--- config.mk ---
export PLATFORM = sky130hd
export DESIGN_NAME = nibble_serial_adder
export DESIGN_NICKNAME = d
export VERILOG_FILES = /design/src/rtl/nibble_serial_adder_pkg.sv /design/src/rtl/full_adder4.sv /design/src/rtl/nibble_serial_adder.sv
export SDC_FILE = /design/constraint.sdc
export NUM_CORES = 1
export LEC_CHECK = 0
export CAP_MARGIN = 30
export CORE_UTILIZATION = 40
export DETAILED_ROUTE_END_ITERATION = 10
export SYNTH_ARGS = -nofsm -noshare
export SYNTH_HDL_FRONTEND = slang
export SYNTH_SLANG_ARGS = --single-unit
--- constraint.sdc ---
create_clock -name clk -period 4.5 [get_ports clk]
set_input_delay 1.125 -clock clk [delete_from_list [all_inputs] [get_ports clk]]
set_output_delay 1.125 -clock clk [all_outputs]
set_load 0.01 [all_outputs]
--- src/rtl/nibble_serial_adder_pkg.sv ---
// Shared types and constants for the nibble-serial adder.
// Holds the FSM state type, slice width and counter-width helper.
package nsa_pkg;

  typedef enum logic [1:0] {IDLE, RUN, DONE} nsa_state_t;

  localparam int NIB_W = 4;

  // A one-nibble build still needs a 1-bit counter.
  function automatic int cnt_width(input int nibbles);
    return (nibbles <= 1) ? 1 : $clog2(nibbles);
  endfunction

endpackage

--- src/rtl/full_adder4.sv ---
// 4-bit ripple-carry adder slice used as the serial datapath.
module full_adder4 (
  output logic [3:0] sum,
  output logic       c_out,
  input  logic [3:0] a,
  input  logic [3:0] b,
  input  logic       c_in
);

  logic [4:0] c;

  assign c[0] = c_in;

  for (genvar i = 0; i < 4; i++) begin : g_bit
    assign sum[i]   = a[i] ^ b[i] ^ c[i];
    assign c[i+1]   = (a[i] & b[i]) | (c[i] & (a[i] ^ b[i]));
  end

  assign c_out = c[4];

endmodule

--- src/rtl/nibble_serial_adder.sv ---
// Multi-word adder that streams operands through full_adder4 one nibble per cycle.
// Optional signed-overflow output enabled by NSA_SIGNED_OVF_EN.
module nibble_serial_adder
  import nsa_pkg::*;
#(
  parameter int NIBBLES = 4
) (
  input  logic                       clk,
  input  logic                       rst_n,
  input  logic                       in_valid,
  output logic                       in_ready,
  input  logic [NIB_W*NIBBLES-1:0]   a,
  input  logic [NIB_W*NIBBLES-1:0]   b,
  input  logic                       c_in,
  output logic                       out_valid,
  input  logic                       out_ready,
  output logic [NIB_W*NIBBLES-1:0]   sum,
  output logic                       c_out
`ifdef NSA_SIGNED_OVF_EN
  ,
  output logic                       ovf
`endif
);

  localparam int W  = NIB_W * NIBBLES;
  localparam int CW = cnt_width(NIBBLES);
  localparam logic [CW-1:0] LAST = CW'(NIBBLES - 1);

  nsa_state_t  state_q;
  logic [W-1:0]  a_sh_q, b_sh_q, s_sh_q, s_sh_d;
  logic [W-1:0]  sum_q;
  logic          carry_q, c_out_q;
  logic [CW-1:0] cnt_q;
  logic          in_ready_q, out_valid_q;

  logic [NIB_W-1:0] fa_sum;
  logic             fa_cout;

  full_adder4 u_fa (
    .sum   (fa_sum),
    .c_out (fa_cout),
    .a     (a_sh_q[NIB_W-1:0]),
    .b     (b_sh_q[NIB_W-1:0]),
    .c_in  (carry_q)
  );

  // New sum nibble enters at the MSB end so the LSB nibble lands at bit 0.
  if (NIBBLES == 1) begin : g_one
    assign s_sh_d = fa_sum;
  end else begin : g_multi
    assign s_sh_d = {fa_sum, s_sh_q[W-1:NIB_W]};
  end

`ifdef NSA_SIGNED_OVF_EN
  logic a_msb_q, b_msb_q, ovf_q;
`endif

  always_ff @(posedge clk or negedge rst_n) begin
    if (!rst_n) begin
      state_q     <= IDLE;
      a_sh_q      <= '0;
      b_sh_q      <= '0;
      s_sh_q      <= '0;
      sum_q       <= '0;
      carry_q     <= 1'b0;
      c_out_q     <= 1'b0;
      cnt_q       <= '0;
      in_ready_q  <= 1'b0;
      out_valid_q <= 1'b0;
`ifdef NSA_SIGNED_OVF_EN
      a_msb_q     <= 1'b0;
      b_msb_q     <= 1'b0;
      ovf_q       <= 1'b0;
`endif
    end else begin
      case (state_q)
        IDLE: begin
          if (in_valid && in_ready_q) begin
            a_sh_q     <= a;
            b_sh_q     <= b;
            carry_q    <= c_in;
            cnt_q      <= '0;
            in_ready_q <= 1'b0;
            state_q    <= RUN;
`ifdef NSA_SIGNED_OVF_EN
            a_msb_q    <= a[W-1];
            b_msb_q    <= b[W-1];
`endif
          end else begin
            in_ready_q <= 1'b1;
          end
        end
        RUN: begin
          a_sh_q  <= a_sh_q >> NIB_W;
          b_sh_q  <= b_sh_q >> NIB_W;
          s_sh_q  <= s_sh_d;
          carry_q <= fa_cout;
          cnt_q   <= cnt_q + 1'b1;
          if (cnt_q == LAST) begin
            sum_q       <= s_sh_d;
            c_out_q     <= fa_cout;
            out_valid_q <= 1'b1;
            state_q     <= DONE;
`ifdef NSA_SIGNED_OVF_EN
            ovf_q       <= (a_msb_q == b_msb_q) && (s_sh_d[W-1] != a_msb_q);
`endif
          end
        end
        DONE: begin
          if (out_ready) begin
            out_valid_q <= 1'b0;
            in_ready_q  <= 1'b1;
            state_q     <= IDLE;
          end
        end
        default: state_q <= IDLE;
      endcase
    end
  end

  assign in_ready  = in_ready_q;
  assign out_valid = out_valid_q;
  assign sum       = sum_q;
  assign c_out     = c_out_q;
`ifdef NSA_SIGNED_OVF_EN
  assign ovf       = ovf_q;
`endif

endmodule

Yosys cells after proc, flatten, opt, wreduce, memory -nomap -nowiden
Cells that the tools add are included.
{"block": "classes", "n_addsub": 1, "n_eq_ne": 6, "mux": 18, "bitwise_logic": 20, "n_reduce_logical": 10}
{"operator": "16-bit one-hot mux with 2 select lines", "n": 2}
{"operator": "16-bit two-way mux", "n": 2}
{"operator": "1-bit AND", "n": 8}
{"operator": "2-bit two-way mux", "n": 4}
{"operator": "1-bit XOR", "n": 8}
{"operator": "2-bit inequality test, second input constant", "n": 3}
{"operator": "1-bit one-hot mux with 2 select lines", "n": 3}
{"operator": "2-bit one-hot mux with 3 select lines", "n": 1}
{"operator": "2-bit AND reduction", "n": 3}
{"operator": "3-bit AND reduction", "n": 2}
{"operator": "2-bit nonzero test", "n": 3}
{"operator": "1-bit two-way mux", "n": 5}
{"operator": "2-bit equality test, second input constant", "n": 2}
{"operator": "1-bit bitwise OR", "n": 4}
{"operator": "2-bit one-hot mux with 2 select lines", "n": 1}
{"operator": "2-bit by 1-bit adder with 2-bit output, second input constant", "n": 1}
{"operator": "2-bit by 1-bit equality test with 1-bit output, second input constant", "n": 1}
{"operator": "2-bit logical NOT", "n": 1}
{"operator": "1-bit logical AND", "n": 1}
{"block": "word_totals", "ff_bits": 72, "input_bits": 37, "output_inout_bits": 19, "word_cells": 65}

Longest topological paths before layout
{"block": "depth", "ltp_word": 10, "ltp_mapped": 8, "mapped_depth_nobuf": 8}

Hierarchy
A second synthesis with hierarchy kept.
{"block": "unflattened", "cells_unflattened": 262, "hier_area_um2": 2949.1}
{"module": "nibble_serial_adder", "instances": 1, "cells_per_inst": 248, "area_per_inst_um2": 2831.5, "seq_area_each_um2": 1701.6}
{"module": "full_adder4", "instances": 1, "cells_per_inst": 14, "area_per_inst_um2": 117.6, "seq_area_each_um2": 0.0}

Least setup slack after synthesis
OpenSTA, ideal clock, no wires.
{"block": "synth_timing", "kind": "reg-to-reg", "start": "register a_sh_q[0]", "end": "register sum_q[15] (netlist: sum[15])", "setup_time_ns": 0.083, "t_arrival_ns": 2.002, "required_time_ns": 4.417, "path_slack_ns": 2.416, "stages_incl_launch_ff": 9, "n_path_buf": 0, "synth_period_minus_slack_ns": 2.084, "path_cell_list": "dfrtp_1 fa_1 inv_1 fa_1 inv_1 fa_1 inv_1 fa_1 o21ai_0"}
{"block": "synth_via", "elab_chain_len": 8, "elab_cells_between_ends": 9, "cone_classes": "bitwise: 9"}
{"item": "from (decl)", "line_no": "nibble_serial_adder.sv:30", "text": "logic [W-1:0] a_sh_q, b_sh_q, s_sh_q, s_sh_d;"}
{"item": "from (signal assigned)", "line_no": "nibble_serial_adder.sv:94", "text": "a_sh_q <= a_sh_q >> NIB_W;"}
{"item": "1-bit XOR", "line_no": "full_adder4.sv:16", "text": "assign c[i+1] = (a[i] & b[i]) | (c[i] & (a[i] ^ b[i]));"}
{"item": "1-bit AND", "line_no": "full_adder4.sv:16"}
{"item": "1-bit bitwise OR *", "line_no": "full_adder4.sv:16"}
{"item": "1-bit AND *", "line_no": "full_adder4.sv:16"}
{"item": "1-bit bitwise OR *", "line_no": "full_adder4.sv:16"}
{"item": "1-bit AND *", "line_no": "full_adder4.sv:16"}
{"item": "1-bit bitwise OR *", "line_no": "full_adder4.sv:16"}
{"item": "1-bit XOR *", "line_no": "full_adder4.sv:15", "text": "assign sum[i] = a[i] ^ b[i] ^ c[i];"}
{"item": "to (signal assigned)", "line_no": "nibble_serial_adder.sv:100", "text": "sum_q <= s_sh_d;"}
{"item": "to (decl)", "line_no": "nibble_serial_adder.sv:31", "text": "logic [W-1:0] sum_q;"}
Every way passes the cells marked *; elsewhere a longest branch is shown, timed or not.
A chain may end at the register's enable or synchronous reset.

Worst setup path after layout
{"block": "layout_timing", "start": "register in_ready_q (netlist: in_ready)", "end": "output in_ready"}
{"item": "from (decl)", "line_no": "nibble_serial_adder.sv:34", "text": "logic in_ready_q, out_valid_q;"}
{"item": "from (signal assigned)", "line_no": "nibble_serial_adder.sv:68", "text": "in_ready_q <= 1'b0;"}
{"item": "from (signal assigned)", "line_no": "nibble_serial_adder.sv:83", "text": "in_ready_q <= 1'b0;"}
{"item": "from (signal assigned)", "line_no": "nibble_serial_adder.sv:90", "text": "in_ready_q <= 1'b1;"}
{"item": "to (decl)", "line_no": "nibble_serial_adder.sv:11", "text": "output logic in_ready,"}
No word-level cell between the ends.

==> metrics.log <==
INFO  metric worst-endpoint-arrival = roughly 1300 ps
INFO  metric combPwrFrac = 0.392
INFO  metric crit_path_cell_trace = clkdlybuf4s50_1
INFO  metric regToRegEndpoint = sum[15]
INFO  metric pint = about 0.0019 W
INFO  metric setup_repair_after_global_routing_missed_its_margin = no
INFO  metric timing.final.setup_violations = 0
INFO  metric synth-simple-area-share = 0.130
INFO  metric hold_viol_final = 0
INFO  metric synth-seq-cells = between 60 and 70
INFO  metric hpwl = about 3900 um
INFO  metric flow.area_growth_from_synthesis = 28.8%
INFO  metric worst_r2r_startpoint = a_sh_q[0]
INFO  metric place_congestion = 0.723
INFO  metric post_synth.cell_area_avg = about 11 sq um
INFO  metric reg2reg_setup_slack = between 2000 and 2500 ps
INFO  metric ys_dominant_reg_cell = sky130_fd_sc_hd__dfrtp_1
INFO  metric net-switching-power = 0.000964 W
INFO  metric cts_hold_repair.buffers = 0
INFO  metric power_switching_share = 0.340
INFO  metric cp_num_cells = 1
INFO  metric grt_util_all_layers = 0.170
INFO  metric timing.final.crit_period = between 2000 and 2500 ps
INFO  metric max-clock-path-buffers = 2
INFO  metric asyncSetResetFlopFracSynth = 1.00
INFO  metric cp-end-kind = primary output
INFO  metric cp_num_buf_inv = 1
INFO  metric hold-path-cell-count = 1
INFO  metric synthesis.area = slightly below 3000 sq um
INFO  metric core.rowCount = 30
INFO  metric maximum_number_of_pins_on_one_net_before_global_route_repair = 51
INFO  metric power.share.clock = 0.220
INFO  metric seq_area_frac_synth = 0.579
INFO  metric maximum_vdd_drop = between 0.2 and 0.25 mV
INFO  metric first_global_vias = around 2000
INFO  metric critical_path.slowest_cell = sky130_fd_sc_hd__clkdlybuf4s50_1
INFO  metric grt_overflow = 0
INFO  metric per_cell_via_count_in_the_routed_design = around 4.9
INFO  metric synth.mux.area_fraction = 0.100
INFO  metric power_per_cell_area = 750 nW/um^2
INFO  metric status = complete, no violations
INFO  metric layout-drive-gt1-share = 0.0848
INFO  metric detail_route.drc_violations = 0
INFO  metric setup-tns-final = 0 ps
INFO  metric worstHoldEndpoint = sum[9]
INFO  metric worst_r2r_path_cells = 8
INFO  metric drt-wirelength-per-cell = about 13 um
INFO  metric cts_tree = done
INFO  metric synthDistinctLibCells = 29
INFO  metric max_clock_freq = ~400 MHz
INFO  metric final_critical_path_setup_slack = between 2000 and 2500 ps
INFO  metric place_worst_setup_slack = roughly 1800 ps
INFO  metric synth_edf_count = 0
INFO  metric initialDrtViolationCount = 97
INFO  metric final-max-slew-violation-count = 0
INFO  metric hold_start = sum[9]
INFO  metric remaining_antenna_violation_count = 0
INFO  metric p_seq_frac = 0.388
INFO  metric cts.repair.resized = 0
INFO  metric startpoint_type_of_the_worst_setup_path = register
INFO  metric critPathMaxStageDelay = between 500 and 600 ps
INFO  metric mostFrequentLayoutCells = sky130_fd_sc_hd__dfrtp_1 (68), sky130_fd_sc_hd__nand2_1 (64), sky130_fd_sc_hd__clkdlybuf4s50_1 (54)
INFO  metric design.final.nets = 367
INFO  metric via_count = between 2000 and 2500
INFO  metric timing.critical_path.max_delay_family = buffers and inverters
INFO  metric holdCritPathClass = register to register
INFO  metric synth_fa_ha_area_frac = 0.0315
INFO  metric synthXorXnorAreaFrac = 0
INFO  metric floorplan.io_pins = 56
INFO  metric fin_total_pwr = ~0.0028 W
INFO  metric tritoncts.num_buffers = 9
INFO  metric clock_latency = between 300 and 400 ps
INFO  metric coreArea = 6940 sq um
INFO  metric cell_count_after_synthesis = 273
INFO  metric path_clk_slew = roughly 70 ps
INFO  metric max_slew.worst_pin.slew = 915 ps
INFO  metric placement.io_buffers = 55
INFO  metric n_antenna_cell = 0
INFO  metric max-slew-margin-rel = 0.388
INFO  metric min_period_over_period = 0.544
INFO  metric die-height = about 88 um
INFO  metric cts_sinks = 68
INFO  metric synth_compound_area_frac = 0.110
INFO  metric cap_violations = 0
INFO  metric route.final.wire_length = between 5000 and 6000 um
INFO  metric number_of_antenna_violations_at_the_first_check_in_global_routing = 0
INFO  metric cts_root_buf = sky130_fd_sc_hd__clkbuf_8
INFO  metric grt_first_pass_wirelength = slightly below 10000 um
INFO  metric timing.clock.skew = 9.16 ps
INFO  metric cts_max_level = 3
INFO  metric total_leakage_power = 1.69 nW
INFO  metric timing.critical_path.fanout_max = 6
INFO  metric drt-pass1-iter-count = 4
INFO  metric die_area = approximately 7700 sq um
INFO  metric syn-num-nets = around 320
INFO  metric cp.required = ~3400 ps
INFO  metric final_common_cell = sky130_fd_sc_hd__dfrtp_1
INFO  metric synth_top_family_by_area = simple AND/OR/NAND/NOR gates
INFO  metric yosys_warnings = 0
INFO  metric post_cts.repair.setup_buffers = 0
INFO  metric timing.setup.critical_path_class = register to primary output
INFO  metric initial_utilization = 0.423
INFO  metric floorplan.die.width = a little under 90 um
[worst max path at each step]
| stage | start | endpoint | slack, ps |
|---|---|---|---|
| after global routing | in_valid | a_sh_q[2] | 1940 |
| after floorplan | a_sh_q[0] | sum[15] | 2420 |
| after global placement | in_valid | b_sh_q[14] | 1530 |
| final | in_ready | in_ready | 2050 |
| after detailed placement | in_valid | a_sh_q[7] | 1750 |
| after CTS | in_ready | in_ready | 2040 |
[power groups by stage]
stage               Combinational (W)  Sequential, W  Clock (W)
CTS                           0.00114        0.00111   0.000634
finish                        0.00111        0.00110   0.000624
global placement              0.00110        0.00111          0
detailed placement            0.00114        0.00112          0
global route                  0.00127        0.00115   0.000662
floorplan                    0.000795        0.00110          0
[registers in the layout (all words and copies together) (netlist names)]
name	count
cnt_q	2
carry_q	1
state_q	2
a_sh_q	16
s_sh_q	12
in_ready	1
c_out	1
b_sh_q	16
sum	16
out_valid	1
[cells by family (layout without fill, tap and decap cells)]
family / Yosys count / in the layout
DFF: 68 / 68
muxes: 25 / 25
buffers and inverters: 27 / 84
adders and majority gates: 5 / 5
and+or+nand+nor: 96 / 96
AOI/OAI and AO/OA: 52 / 52
[cells in the mapped netlist (2+ instances only)]
master / count / share of area
sky130_fd_sc_hd__dfrtp_1: 68 / 0.58
sky130_fd_sc_hd__nand2_1: 64 / 0.082
sky130_fd_sc_hd__nor2_1: 25 / 0.032
sky130_fd_sc_hd__a31oi_1: 24 / 0.051
sky130_fd_sc_hd__mux2_1: 19 / 0.073
sky130_fd_sc_hd__inv_1: 9 / 0.011
sky130_fd_sc_hd__buf_2: 7 / 0.012
sky130_fd_sc_hd__buf_4: 7 / 0.018
sky130_fd_sc_hd__o21ai_0: 7 / 0.012
sky130_fd_sc_hd__a21oi_1: 6 / 0.010
sky130_fd_sc_hd__o21ai_1: 6 / 0.010
sky130_fd_sc_hd__fa_1: 4 / 0.027
sky130_fd_sc_hd__mux2_4: 4 / 0.020
sky130_fd_sc_hd__a22o_1: 3 / 0.0089
sky130_fd_sc_hd__a22oi_1: 3 / 0.0077
sky130_fd_sc_hd__clkbuf_1: 3 / 0.0038
sky130_fd_sc_hd__nand3b_1: 2 / 0.0051
[cell type report]
cell class / instances / area (sq um)
Timing Repair Buffer: 59 / 583
Clock buffer: 12 / 155
Inverter: 9 / 33.8
Tap cell: 96 / 120
Fill cell: 636 / 3160
Clock inverter: 4 / 95.1
Multi-Input combinational cell: 178 / 1100
Sequential cell: 68 / 1700
[stage by stage]
step | hold slack (ps) | area [sq um] | util | instances
after global placement | 467 | 3520 | 0.507 | 409
after detailed placement | 479 | 3540 | 0.509 | 410
after global routing | 504 | 3790 | 0.545 | 426
after CTS | 495 | 3790 | 0.545 | 426
final | 488 | 3790 | 0.545 | 426
after floorplan | 448 | 2940 | - | 273
[layer usage]
metal  up-vias  part of all wire  wire [um]  GRT usage
met3        10             0.041        231     0.0330
met5         -                 0          0          0
li1       1029                 -          -          -
met2        46              0.47       2660      0.257
met1      1023              0.47       2690      0.236
met4         0             0.018        105     0.0849
Power figures use the tool's default switching activity.
